### config.mk
export PLATFORM = sky130hd
export DESIGN_NAME = pattern_sequencer
export DESIGN_NICKNAME = d
export VERILOG_FILES = /design/src/rtl/pattern_sequencer.sv
export SDC_FILE = /design/constraint.sdc
export NUM_CORES = 1
export LEC_CHECK = 0
export ABC_CLOCK_PERIOD_IN_PS = 3500
export CORE_MARGIN = 2
export CORE_UTILIZATION = 35
export DETAILED_ROUTE_END_ITERATION = 8
export HOLD_SLACK_MARGIN = 0.15
export PLACE_DENSITY = 0.6
export SYNTH_ARGS = -nofsm -noshare
export SYNTH_HDL_FRONTEND = slang
export SYNTH_SLANG_ARGS = --single-unit
### constraint.sdc
create_clock -name clkin -period 3.5 [get_ports clkin]
set_input_delay 0.525 -clock clkin [delete_from_list [all_inputs] [get_ports clkin]]
set_output_delay 0.525 -clock clkin [all_outputs]
set_load 0.1 [all_outputs]
### src/rtl/pattern_sequencer.sv
// pattern_sequencer: per-frame mode, palette rotation and bouncing-box control.
// Optional macro AUTO_CYCLE_EN advances the mode automatically every AUTO_FRAMES ticks.
module pattern_sequencer #(
  parameter int DEBOUNCE_CYCLES = 250000,
  parameter int H_MIN           = 143,
  parameter int H_MAX           = 783,
  parameter int V_MIN           = 35,
  parameter int V_MAX           = 515,
  parameter int BOX_W           = 80,
  parameter int BOX_H           = 60,
  parameter int STEP            = 2,
  parameter int FRAME_DIV       = 4
`ifdef AUTO_CYCLE_EN
  ,
  parameter int AUTO_FRAMES     = 300
`endif
) (
  input  logic        clkin,
  input  logic        reset_n,
  input  logic [15:0] hValue,
  input  logic [15:0] vValue,
  input  logic        pbutton,
  output logic        frame_tick,
  output logic [1:0]  mode,
  output logic [5:0]  rot_offset,
  output logic        box_en,
  output logic [15:0] box_hmin,
  output logic [15:0] box_hmax,
  output logic [15:0] box_vmin,
  output logic [15:0] box_vmax
);

  typedef enum logic [1:0] {
    STATIC     = 2'd0,
    ROTATE     = 2'd1,
    BOUNCE     = 2'd2,
    ROT_BOUNCE = 2'd3
  } mode_t;

  localparam int DW = $clog2(DEBOUNCE_CYCLES + 1);
  localparam int FW = $clog2(FRAME_DIV + 1);

  logic          sync1, sync2, db_level;
  logic [DW-1:0] db_cnt;
  logic          db_flip, press, auto_hit;

  mode_t         state_q, state_n;
  logic          pend_q, pend_n;
  logic [FW-1:0] fc_q, fc_n;
  logic [5:0]    rot_n;
  logic [15:0]   hmin_n, vmin_n;
  logic          fh_q, fh_n, fv_q, fv_n;
  logic          step;

  assign db_flip = (sync2 != db_level) &&
                   (db_cnt == DW'(DEBOUNCE_CYCLES - 1));
  assign press   = db_flip && !sync2;

  always_ff @(posedge clkin or negedge reset_n) begin
    if (!reset_n) begin
      sync1    <= 1'b1;
      sync2    <= 1'b1;
      db_level <= 1'b1;
      db_cnt   <= '0;
    end else begin
      sync1 <= pbutton;
      sync2 <= sync1;
      if (sync2 == db_level) begin
        db_cnt <= '0;
      end else if (db_flip) begin
        db_cnt   <= '0;
        db_level <= sync2;
      end else begin
        db_cnt <= db_cnt + DW'(1);
      end
    end
  end

`ifdef AUTO_CYCLE_EN
  localparam int AW = $clog2(AUTO_FRAMES + 1);
  logic [AW-1:0] auto_q, auto_n;

  // Pending is raised one tick early so the change lands on the AUTO_FRAMES-th tick.
  always_comb begin
    auto_n   = auto_q;
    auto_hit = 1'b0;
    if (frame_tick) begin
      if (pend_q) begin
        auto_n = '0;
      end else begin
        auto_n   = auto_q + AW'(1);
        auto_hit = (auto_n == AW'(AUTO_FRAMES - 1));
      end
    end
  end

  always_ff @(posedge clkin or negedge reset_n) begin
    if (!reset_n) auto_q <= '0;
    else          auto_q <= auto_n;
  end
`else
  assign auto_hit = 1'b0;
`endif

  always_comb begin
    state_n = state_q;
    pend_n  = pend_q;
    fc_n    = fc_q;
    rot_n   = rot_offset;
    hmin_n  = box_hmin;
    vmin_n  = box_vmin;
    fh_n    = fh_q;
    fv_n    = fv_q;
    step    = 1'b0;
    if (frame_tick) begin
      if (pend_q) begin
        unique case (state_q)
          STATIC:     state_n = ROTATE;
          ROTATE:     state_n = BOUNCE;
          BOUNCE:     state_n = ROT_BOUNCE;
          ROT_BOUNCE: state_n = STATIC;
        endcase
        pend_n = 1'b0;
        fc_n   = '0;
        if (state_q == ROT_BOUNCE) begin
          rot_n  = '0;
          hmin_n = 16'(H_MIN);
          vmin_n = 16'(V_MIN);
          fh_n   = 1'b1;
          fv_n   = 1'b1;
        end
      end else if (fc_q == FW'(FRAME_DIV - 1)) begin
        fc_n = '0;
        step = 1'b1;
      end else begin
        fc_n = fc_q + FW'(1);
      end
    end
    // A press on the tick cycle survives the clear above.
    if (press || auto_hit) pend_n = 1'b1;
    if (step && state_q[0]) rot_n = rot_offset + 6'd8;
    if (step && state_q[1]) begin
      if (fh_q) begin
        if (box_hmin + 16'(STEP + BOX_W) > 16'(H_MAX)) begin
          hmin_n = 16'(H_MAX - BOX_W);
          fh_n   = 1'b0;
        end else begin
          hmin_n = box_hmin + 16'(STEP);
        end
      end else if (box_hmin < 16'(H_MIN + STEP)) begin
        hmin_n = 16'(H_MIN);
        fh_n   = 1'b1;
      end else begin
        hmin_n = box_hmin - 16'(STEP);
      end
      if (fv_q) begin
        if (box_vmin + 16'(STEP + BOX_H) > 16'(V_MAX)) begin
          vmin_n = 16'(V_MAX - BOX_H);
          fv_n   = 1'b0;
        end else begin
          vmin_n = box_vmin + 16'(STEP);
        end
      end else if (box_vmin < 16'(V_MIN + STEP)) begin
        vmin_n = 16'(V_MIN);
        fv_n   = 1'b1;
      end else begin
        vmin_n = box_vmin - 16'(STEP);
      end
    end
  end

  always_ff @(posedge clkin or negedge reset_n) begin
    if (!reset_n) begin
      frame_tick <= 1'b0;
      state_q    <= STATIC;
      pend_q     <= 1'b0;
      fc_q       <= '0;
      rot_offset <= '0;
      box_hmin   <= 16'(H_MIN);
      box_hmax   <= 16'(H_MIN + BOX_W);
      box_vmin   <= 16'(V_MIN);
      box_vmax   <= 16'(V_MIN + BOX_H);
      fh_q       <= 1'b1;
      fv_q       <= 1'b1;
    end else begin
      frame_tick <= (hValue == 16'd0) && (vValue == 16'(V_MAX));
      state_q    <= state_n;
      pend_q     <= pend_n;
      fc_q       <= fc_n;
      rot_offset <= rot_n;
      box_hmin   <= hmin_n;
      box_hmax   <= hmin_n + 16'(BOX_W);
      box_vmin   <= vmin_n;
      box_vmax   <= vmin_n + 16'(BOX_H);
      fh_q       <= fh_n;
      fv_q       <= fv_n;
    end
  end

  assign mode   = state_q;
  assign box_en = state_q[1];

endmodule
## Word-level counts from Yosys, hierarchy flattened

Cells that the tools add are included.

- Bits in registers: 100

- Add/subtract/negate cells: 11
- $lt $le $gt $ge: 4
- Equal/unequal tests: 8
- Multiplexer cells: 42
- Bitwise logic cells: 1
- Reduce and logical (&&, ||, !) cells: 15

Operators by type and width:

| kind | number |
|---|---|
| 2-to-1 mux 16 bit | 14 |
| 2-to-1 mux 18 bit | 2 |
| adder 16 x 2 -> 16 bit, second input constant | 2 |
| adder 16 x 6 -> 16 bit, second input constant | 2 |
| adder 16 x 7 -> 16 bit, second input constant | 2 |
| greater-than comparator 16 x 10 -> 1 bit, second input constant | 2 |
| subtractor 16 x 2 -> 16 bit, second input constant | 2 |
| 2-to-1 mux 6 bit | 4 |
| 2-to-1 mux 1 bit | 19 |
| adder 18 x 1 -> 18 bit, second input constant | 1 |
| equality test 18 bit, second input constant | 1 |
| equality test 16 x 10 -> 1 bit, second input constant | 1 |
| logical NOT 16 bit | 1 |
| less-than comparator 16 x 6 -> 1 bit, second input constant | 1 |
| less-than comparator 16 x 8 -> 1 bit, second input constant | 1 |
| one-hot mux 2 bit (4 select lines) | 1 |
| nonzero test 2 bit | 4 |
| adder 6 x 4 -> 6 bit, second input constant | 1 |
| 2-to-1 mux 3 bit | 2 |
| logical AND 1 bit | 5 |
| equality test 2 bit, second input constant | 2 |
| AND reduction 2 bit | 2 |
| adder 3 x 1 -> 3 bit, second input constant | 1 |
| equality test 3 x 2 -> 1 bit, second input constant | 1 |
| 7 further kinds | 7 |

## Longest topological paths before layout

Gate-level depths: netlist of the first run.

- Word-level depth: 7
- Depth in mapped cells: 18
- Gate-level depth less buffers: 14

## Least setup slack after synthesis of the first run

OpenSTA, ideal clock, no wires.

- Kind: flip-flop to flip-flop
- Start point: register box_vmin[2]
- End point: register box_vmax[10]
- Setup time: 0.131 ns
- Arrival: 3.868 ns
- Required time: 3.369 ns
- Setup slack: -0.499 ns
- Cell stages (with the launch flop): 16
- Buffers on the path: 3
- Period minus slack after synthesis: 3.999 ns
- Path through: dfrtp_1 -> or4_1 -> buf_2 -> or3_1 -> and3_1 -> a211o_1 -> buf_6 -> nor3b_2 -> o221ai_2 -> inv_1 -> ha_1 -> inv_1 -> or3b_1 -> buf_2 -> a21oi_1 -> a21oi_1

- Longest elaborated chain between the ends: 6
- Elaborated cells between the ends (all ways): 13
- Those cells by class: 4 x add/sub; 2 x order compare; 7 x mux

Ends and longest elaborated chain:

| item | RTL line | RTL |
|---|---|---|
| start: declaration | 29 | `output logic [15:0] box_vmin,` |
| start signal: assignment | 181 | `box_vmin <= 16'(V_MIN);` |
| start signal: assignment | 193 | `box_vmin <= vmin_n;` |
| adder 16 x 6 -> 16 bit | 157 | `if (box_vmin + 16'(STEP + BOX_H) > 16'(V_MAX)) begin` |
| greater-than comparator 16 x 10 -> 1 bit | 157 |  |
| 2-to-1 mux 16 bit | 157 |  |
| 2-to-1 mux 16 bit | 156 | `if (fv_q) begin` |
| 2-to-1 mux 16 bit * | 142 | `if (step && state_q[1]) begin` |
| via vmin_n[2] | 51 | `logic [15:0] hmin_n, vmin_n;` |
| adder 16 x 6 -> 16 bit * | 194 | `box_vmax <= vmin_n + 16'(BOX_H);` |
| end signal: assignment | 182 | `box_vmax <= 16'(V_MIN + BOX_H);` |
| end signal: assignment | 194 |  |
| end: declaration | 30 | `output logic [15:0] box_vmax` |

The timed path passes the listed nets; every way through them passes the cells marked *.
A chain may end at the register's enable or synchronous reset.

## Final worst setup path of the first run

- Start point: register box_vmin[2]
- End point: register box_vmax[13]

- Longest elaborated chain between the ends: 6
- Elaborated cells between the ends (all ways): 13
- Those cells by class: 4 x add/sub; 2 x order compare; 7 x mux

Ends and longest elaborated chain:

| item | RTL line |
|---|---|
| adder 16 x 6 -> 16 bit | 157 |
| greater-than comparator 16 x 10 -> 1 bit | 157 |
| 2-to-1 mux 16 bit | 157 |
| 2-to-1 mux 16 bit | 156 |
| 2-to-1 mux 16 bit * | 142 |
| adder 16 x 6 -> 16 bit * | 194 |

Mark *: on every way between the ends. The rest lies on a longest branch, timed or not.

==> results_tabular.tex, run 1 <==
\begin{tabular}{lr}
\hline
Metric & Value \\
\hline
\multicolumn{2}{l}{\textbf{Cells and area}} \\
\quad Non-filler instance count after layout & 1058 \\
\quad Area growth from synthesis to layout & 35.59\% \\
\quad Total inserted antenna cells & 0 \\
\quad Layout Nets & 880 \\
\quad Share of cells above drive strength 1 & 24.94\% \\
\quad Combined area of the multi-input logic cells & 3462 sq um \\
\quad Fin util & approximately half \\
\quad Register Area & about 2300 sq um \\
\quad Filler cell count & about 1600 \\
\multicolumn{2}{l}{\textbf{GRT}} \\
\quad Overall fraction of global-route tracks in use & 20.70\% \\
\quad Vias in the first global route & 5801 \\
\quad Grt total ovfl & 0 \\
\quad Antenna violations before repair & 0 \\
\quad Maximum number of pins on one net before global-route repair & 81 \\
\quad Global-route wire length before repair & 29.72 mm \\
\multicolumn{2}{l}{\textbf{Yosys}} \\
\quad Mapped Area & 5952 sq um \\
\quad Adder-cell share of the synthesized area & 2.523\% \\
\quad Number of enable flip-flop cells after synthesis & 0 \\
\quad Synth async-reset ratio & 100.0\% \\
\quad Largest cells by area after synthesis & sky130\_fd\_sc\_hd\_\_dfrtp\_1 (30\%), sky130\_fd\_sc\_hd\_\_dfstp\_2 (8.8\%), sky130\_fd\_sc\_hd\_\_xnor2\_1 (4.1\%) \\
\quad Synthesized netlist cell count & 683 \\
\quad Compound-gate portion of the synthesized area & 17.81\% \\
\quad Proportion of synthesized area in mux cells & 0.9039\% \\
\quad Avg Cell Area, Syn & 8.714 sq um \\
\quad Synth warnings & 0 \\
\quad Library cell occupying the most area in the post-synthesis netlist & sky130\_fd\_sc\_hd\_\_dfrtp\_1 \\
\quad Flip-flop and latch count after synthesis & 91 \\
\quad Proportion of netlist area held by the largest area contributor & 29.85\% \\
\quad Proportion of synthesized chip area in sequential cells & 38.68\% \\
\quad Top cells by instance count after synthesis & sky130\_fd\_sc\_hd\_\_dfrtp\_1 (71), sky130\_fd\_sc\_hd\_\_nor2\_1 (65), sky130\_fd\_sc\_hd\_\_nand3\_1 (45) \\
\quad Simple-gate share of the synthesized area & 26.15\% \\
\quad Main combinational cell family by area after synthesis & simple AND/OR/NAND/NOR gates \\
\quad Cell with the most instances after synthesis & sky130\_fd\_sc\_hd\_\_dfrtp\_1 \\
\quad Unique cell type count in the Yosys netlist & 81 \\
\quad Commonest register cell after synthesis & sky130\_fd\_sc\_hd\_\_dfrtp\_1 \\
\quad Parity-gate share of the synthesized area counting xor and xnor cells & roughly 7.7\% \\
\multicolumn{2}{l}{\textbf{Placed design}} \\
\quad Hpwl dp & 13.82 mm \\
\quad RD Place Congestion & 0.9197 \\
\quad Post-Place Setup Slack & -110.8 ps \\
\quad Port bufs & 105 \\
\quad Placed cells & $\sim$1000 \\
\multicolumn{2}{l}{\textbf{STA}} \\
\quad Number of max-slew violations in the final report & 0 \\
\quad Setup skew after layout & 8.288 ps \\
\quad Achievable clock frequency & around 300 MHz \\
\quad RSZ-0062 raised after global routing & yes \\
\quad Crit path setup slack, layout & 111.9 ps \\
\quad Setup-violating endpoint count in the final report & 0 \\
\quad Final sum of negative setup slack & 0 ps \\
\quad Minimum period implied by the final worst setup slack & roughly 3400 ps \\
\quad Relative max-transition margin & 32.29\% \\
\quad Tcrit/Tclk final & 96.80\% \\
\quad Number of hold-slack violations in the final timing report & 0 \\
\quad Pin slew with the least headroom to its limit & 1012 ps \\
\multicolumn{2}{l}{\textbf{Floorplan}} \\
\quad Boundary pin count & 109 \\
\quad Die footprint & 18060 sq um \\
\quad Die Ht & $\sim$130 microns \\
\quad Floorplan row count & 47 \\
\quad Width of the die & 134.4 microns \\
\quad Core region area & 16580 sq um \\
\quad Initial core utilization & a little over a third \\
\multicolumn{2}{l}{\textbf{Power}} \\
\quad Power density over the cells & 257.6 nW/um\^{}2 \\
\quad Worst-case vdd ir drop & 0.0002322 V \\
\quad Power, Total & 0.002079 W \\
\quad Leakage dissipation & 3.528 nW \\
\multicolumn{2}{l}{\textbf{Clock tree}} \\
\quad H-Tree Depth & 3 \\
\quad Clock-pin slew on the worst setup and hold paths & 60 ps \\
\quad Total clock buffers created by CTS & 9 \\
\quad Cell at the root of the clock tree & sky130\_fd\_sc\_hd\_\_clkbuf\_16 \\
\quad Clock sink count & 91 \\
\quad TritonCTS clock tree & built \\
\quad Buffer levels on the longest clock path & 2 \\
\quad Clock latency on the worst-skew pair & 360 ps \\
\multicolumn{2}{l}{\textbf{Worst setup path}} \\
\quad Launching element type of the critical path & flip-flop \\
\quad Reg2reg start & box\_vmin[2] \\
\quad Data arrival time of the worst path & 3650 ps \\
\quad Reg2reg setup slack & approximately 110 ps \\
\quad Data required time at the worst endpoint & about 3800 ps \\
\quad Endpoint kind of the worst setup timing path & flip-flop \\
\quad Crit Path Category & reg2reg \\
\quad Destination of the worst register-to-register timing path & box\_vmax[13] \\
\quad Critical path fanouts, max & 5 \\
\quad R2r worst-path depth & 11 \\
\multicolumn{2}{l}{\textbf{Routing}} \\
\quad Violation count after the first detailed-routing iteration & 581 \\
\quad Detailed-route DRC error count & 0 \\
\quad Via count & 5904 \\
\quad ANT nets after route & 0 \\
\quad Detailed-route wire length & 18.39 mm \\
\quad Vias per cell & roughly 5.6 \\
\quad WL/cell & 17.38 microns \\
\quad DRT Pass-1 Iters & 5 \\
\multicolumn{2}{l}{\textbf{Outcome}} \\
\quad Run status & complete, no violations \\
\multicolumn{2}{l}{\textbf{Hold path}} \\
\quad Min-delay worst type & in2async \\
\multicolumn{2}{l}{\textbf{Job}} \\
\quad Number of maximum-capacitance violations & 0 \\
\hline
\end{tabular}
final cells by class:
| class | instances | area share (%) |
|---|---|---|
| Multi-Input combinational cell | 512 | 42.90 |
| Sequential cell | 91 | 28.76 |
| Timing Repair Buffer | 189 | 20.00 |
| Tap cell | 220 | 3.411 |
| Clock buffer | 9 | 2.791 |
| Inverter | 30 | 1.395 |
| Clock inverter | 7 | 0.7442 |
state kept, by name, summed over array words and instances, names as in the netlist, 2 cells and up:
| name | cells |
|---|---|
| box_hmax | 16 |
| box_vmax | 16 |
| db_cnt | 18 |
| fc_q | 3 |
| box_hmin | 12 |
| rot_offset | 3 |
| mode | 2 |
| box_vmin | 14 |
layer usage:
layer  wire length (microns)  up-vias  track usage (%)
met4                     473        0            8.421
met5                       0        -                0
met3                    1229       39            3.893
met1                    7856     2841            26.06
met2                    8829      249            34.98
li1                        -     2775                -
kinds of logic (layout without fill, tap and decap cells):
group           after synthesis  after routing
simple gates                286            286
compound gates              154            154
fa+ha+maj                    12             12
buf+inv                      82            235
flops                        91             91
mux                           5              5
other cells                   1              3
xor+xnor                     52             52
report_power, final:
group / leakage (nW) / switching (W) / internal (W)
Sequential: 1.18 / 0.00000339 / 0.00106
Clock: 0.131 / 0.000443 / 0.000492
Combinational: 2.22 / 0.0000452 / 0.0000379
stage by stage:
| step | instance area, sq um | hold slack (ps) |
|---|---|---|
| global route | 8070 | 372.2 |
| floorplan | 6030 | 229.4 |
| global placement | 7589 | 358.3 |
| CTS | 7886 | 371.4 |
| finish | 8070 | 342.8 |
| detailed placement | 7589 | 361.5 |
critical path: stages (launching register included):
cell,delay (ps)
sky130_fd_sc_hd__dfrtp_4,500
sky130_fd_sc_hd__inv_2,70
sky130_fd_sc_hd__ha_2,170
sky130_fd_sc_hd__or4b_4,510
sky130_fd_sc_hd__or3_4,360
sky130_fd_sc_hd__a221oi_4,250
sky130_fd_sc_hd__a211o_1,140
sky130_fd_sc_hd__o31ai_2,70
sky130_fd_sc_hd__or4b_4,540
sky130_fd_sc_hd__nor3_4,280
sky130_fd_sc_hd__nor4b_4,250
sky130_fd_sc_hd__xnor2_1,160
placed cells by master (no fill, tap or decap), types with 27 or more instances in the layout:
master                            instances
sky130_fd_sc_hd__o21ai_0                 39
sky130_fd_sc_hd__buf_4                  112
sky130_fd_sc_hd__xnor2_1                 27
sky130_fd_sc_hd__inv_1                   28
sky130_fd_sc_hd__nor2_1                  64
sky130_fd_sc_hd__nand2_1                 43
sky130_fd_sc_hd__nand3_1                 43
sky130_fd_sc_hd__clkdlybuf4s50_1         76
sky130_fd_sc_hd__dfrtp_1                 63
how the worst max path moves through the flow:
stage                 from            to  slack (ps)  cells after the start
6_report       box_vmin[2]  box_vmax[13]         110                     11
5_1_grt        box_vmin[2]  box_vmax[13]         -60                     11
4_1_cts        box_vmin[2]  box_vmax[13]           7                     11
3_5_place_dp   box_vmin[2]  box_vmax[15]        -110                     10
3_3_place_gp   box_vmin[2]  box_vmax[15]         -50                     10
2_1_floorplan  box_vmin[3]  box_vmax[10]        -170                     15
what timing repair did:
item,in CTS,in global routing
hold buffers,0,0
resized for setup,4,25
pin swaps,0,9
endpoints found under the setup margin,8,19
setup buffers,0,8
(Power assumes the default switching activity.)
==> run 2, diff against run 1 <==
ABC_CLOCK_PERIOD_IN_PS = default   (was 3500)
CTS_CLUSTER_DIAMETER = 150   (was default)
REMOVE_ABC_BUFFERS = 1   (was default)
==> results_tabular.tex, run 2 (synthesized netlist as in run 1, its figures left out) <==
\begin{tabular}{lr}
\hline
Metric & Value \\
\hline
\multicolumn{2}{l}{\textbf{Worst setup path}} \\
\quad Critical path fanouts, max & 8 (was 5) \\
\quad Critical-path cell with the highest stage delay & sky130\_fd\_sc\_hd\_\_or4\_1 (was sky130\_fd\_sc\_hd\_\_or4b\_4) \\
\quad Reg2reg setup slack & 90 ps (was 110 ps) \\
\quad Crit Path Category & reg2reg (unchanged) \\
\quad Crit path buf inv count & 1 (unchanged) \\
\quad Data arrival time of the worst path & 3680 ps (was 3650 ps) \\
\quad Launching element type of the critical path & flip-flop (unchanged) \\
\quad Largest delay share family, worst path & simple AND/OR/NAND/NOR gates (unchanged) \\
\quad Data required time at the worst endpoint & 3770 ps (was 3760 ps) \\
\quad Sequence of cells on the critical path & or4\_1, or2\_1, o311ai\_4, a211o\_1, buf\_4, nor4\_1, or4b\_4, nor3\_4, nor4b\_4, xnor2\_1 (was inv\_2, ha\_2, or4b\_4, or3\_4, a221oi\_4, a211o\_1, o31ai\_2, or4b\_4, nor3\_4, nor4b\_4, xnor2\_1) \\
\quad Delay of the slowest critical-path stage & 610 ps (was 540 ps) \\
\quad Endpoint kind of the worst setup timing path & flip-flop (unchanged) \\
\multicolumn{2}{l}{\textbf{GRT}} \\
\quad Overall fraction of global-route tracks in use & 20.43\% (was 20.70\%) \\
\quad Grt total ovfl & 0 (unchanged) \\
\quad Global-route wire length before repair & 29.43 mm (was 29.72 mm) \\
\quad Antenna violations before repair & 0 (unchanged) \\
\quad Vias in the first global route & 5722 (was 5801) \\
\quad Maximum number of pins on one net before global-route repair & 86 (was 81) \\
\multicolumn{2}{l}{\textbf{Routing}} \\
\quad Sum of routed wire segments on met1 & 7.961 mm (was 7.856 mm) \\
\quad Met3 routed WL & 1.015 mm (was 1.229 mm) \\
\quad Violation count after the first detailed-routing iteration & 433 (was 581) \\
\quad DRT Pass-1 Iters & 8 (was 5) \\
\quad Vias per cell & 5.576 (was 5.580) \\
\quad Detailed-routed wire length on met2 & 8.775 mm (was 8.829 mm) \\
\quad Highest layer used for signal routing & met4 (unchanged) \\
\quad Detailed-route wire length & 18.26 mm (was 18.39 mm) \\
\quad Detailed-route DRC error count & 0 (unchanged) \\
\quad ANT nets after route & 0 (unchanged) \\
\quad Via count & 5793 (was 5904) \\
\quad WL/cell & 17.58 microns (was 17.38 microns) \\
\multicolumn{2}{l}{\textbf{Hold path}} \\
\quad Min-delay worst type & in2async (unchanged) \\
\multicolumn{2}{l}{\textbf{Clock tree}} \\
\quad H-Tree Depth & 3 (unchanged) \\
\quad TritonCTS clock tree & built (unchanged) \\
\quad Hold\_buf cts & 0 (unchanged) \\
\quad Clock sink count & 91 (unchanged) \\
\quad Buffer levels on the longest clock path & 2 (unchanged) \\
\quad Cell at the root of the clock tree & sky130\_fd\_sc\_hd\_\_clkbuf\_16 (unchanged) \\
\quad Clock latency on the worst-skew pair & 350 ps (was 360 ps) \\
\quad Total clock buffers created by CTS & 9 (unchanged) \\
\quad Clock-pin slew on the worst setup and hold paths & 70 ps (was 60 ps) \\
\multicolumn{2}{l}{\textbf{Cells and area}} \\
\quad Commonest non-fill, non-tap cell in the layout & sky130\_fd\_sc\_hd\_\_buf\_4 (unchanged) \\
\quad Filler cell count & 1600 (was 1575) \\
\quad Design Area, Final & 7782 sq um (was 8070 sq um) \\
\quad Total inserted antenna cells & 0 (unchanged) \\
\quad Share of cells above drive strength 1 & 18.19\% (was 24.94\%) \\
\quad Highest-count cells in the layout ignoring fill and taps & sky130\_fd\_sc\_hd\_\_buf\_4 (89), sky130\_fd\_sc\_hd\_\_clkdlybuf4s50\_1 (81), sky130\_fd\_sc\_hd\_\_dfrtp\_1 (71), sky130\_fd\_sc\_hd\_\_nor2\_1 (65), sky130\_fd\_sc\_hd\_\_nand3\_1 (45) (was sky130\_fd\_sc\_hd\_\_buf\_4 (112), sky130\_fd\_sc\_hd\_\_clkdlybuf4s50\_1 (76), sky130\_fd\_sc\_hd\_\_nor2\_1 (64), sky130\_fd\_sc\_hd\_\_dfrtp\_1 (63)) \\
\quad Max reg flops & 18 (unchanged) \\
\quad Reg with most FFs & db\_cnt (unchanged) \\
\quad Area growth from synthesis to layout & 30.75\% (was 35.59\%) \\
\quad Layout Nets & 861 (was 880) \\
\quad Registers with the most flip-flops & db\_cnt x18, box\_hmax x16, box\_vmax x16 (unchanged) \\
\quad Fin util & 46.93\% (was 48.66\%) \\
\multicolumn{2}{l}{\textbf{Placed design}} \\
\quad RD Place Congestion & 0.9257 (was 0.9197) \\
\quad Port bufs & 105 (unchanged) \\
\quad DP Area & 7456 sq um (was 7589 sq um) \\
\quad Hpwl dp & 13.76 mm (was 13.82 mm) \\
\quad Post-Place Setup Slack & 30.28 ps (was -110.8 ps) \\
\multicolumn{2}{l}{\textbf{STA}} \\
\quad Number of hold-slack violations in the final timing report & 0 (unchanged) \\
\quad Tcrit/Tclk final & 97.45\% (was 96.80\%) \\
\quad Achievable clock frequency & 293.2 MHz (was 295.1 MHz) \\
\quad Pin slew with the least headroom to its limit & 1080 ps (was 1012 ps) \\
\quad RSZ-0062 raised after global routing & yes (unchanged) \\
\quad Setup-violating endpoint count in the final report & 0 (unchanged) \\
\quad Worst slack on hold paths & 360.6 ps (was 342.8 ps) \\
\quad Minimum period implied by the final worst setup slack & 3411 ps (was 3388 ps) \\
\quad Setup skew after layout & 9.300 ps (was 8.288 ps) \\
\quad Number of max-slew violations in the final report & 0 (unchanged) \\
\quad Crit path setup slack, layout & 89.09 ps (was 111.9 ps) \\
\quad Relative max-transition margin & 28.02\% (was 32.29\%) \\
\multicolumn{2}{l}{\textbf{Power}} \\
\quad Leakage dissipation & 3.429 nW (was 3.528 nW) \\
\quad Worst-case vdd ir drop & 0.0002450 V (was 0.0002322 V) \\
\quad Power density over the cells & 273.4 nW/um\^{}2 (was 257.6 nW/um\^{}2) \\
\multicolumn{2}{l}{\textbf{Floorplan}} \\
\quad Boundary pin count & 109 (unchanged) \\
\quad Floorplan row count & 47 (unchanged) \\
\quad Core region area & 16580 sq um (unchanged) \\
\quad Width of the die & 134.4 microns (unchanged) \\
\quad Die Ht & 134.4 microns (unchanged) \\
\quad Die footprint & 18060 sq um (unchanged) \\
\quad Initial core utilization & 35.89\% (unchanged) \\
\multicolumn{2}{l}{\textbf{Job}} \\
\quad Number of maximum-capacitance violations & 0 (unchanged) \\
\multicolumn{2}{l}{\textbf{Outcome}} \\
\quad Run status & complete, no violations (unchanged) \\
\hline
\end{tabular}
==> run 2: changes by cell type in the layout (fill, tap and decap cells not counted), sizes merged <==
cell,previous run,this run
buf,112,89
clkinvlp,3,0
bufinv,0,1
clkdlybuf4s50,76,81
clkbuf,9,11
clkinv,1,3
dlymetal6s2s,1,0
inv,33,31
==> run 2: final timing paths <==
kind                                      to  depth (start not counted)   startpoint
worst max-delay path            box_vmax[13]                         10  box_vmin[2]
worst min-delay path              db_cnt[10]                          1      reset_n
worst max register to register  box_vmax[13]                         10  box_vmin[2]
worst min register to register         sync2                          0        sync1
max in group asynchronous        box_vmin[5]                          2      reset_n
min in group clkin                     sync2                          0        sync1
==> run 2: per-stage QoR <==
step                cells  total power [W]  setup TNS (ps)
floorplan             633         0.001101          -12240
global placement     1023         0.001163               0
detailed placement   1023         0.001165               0
CTS                  1039         0.002150               0
global route         1039         0.002204          -70.34
finish               1039         0.002128               0
==> run 2: metal layers <==
metal  global-route usage, %  vias to the layer above
met3                   3.326                       44
met4                   8.538                        0
li1                        -                     2737
met2                   33.96                      227
met5                       0                        -
met1                   26.44                     2785
==> run 2: final cells by class <==
class	instances	area [sq um]	area share (%)
repair buffers	170	1479	19.00
inverters	30	112.6	1.447
clock inverters	5	61.31	0.7878
well taps	220	275.3	3.537
multi-input cells	512	3319	42.65
clock buffers	11	232.7	2.990
flip-flops and latches	91	2302	29.58
==> run 2: timing repair <==
| action | in CTS | in global routing |
|---|---|---|
| resized for setup | 0 | 7 |
| buffers inserted | 0 | 0 |
| setup endpoints to repair | 0 | 17 |
==> run 2: power breakdown <==
group           total, W  internal (W)  switching (W)
Clock           0.000983      0.000558       0.000425
Combinational  0.0000838     0.0000384      0.0000454
Sequential       0.00106       0.00106     0.00000312
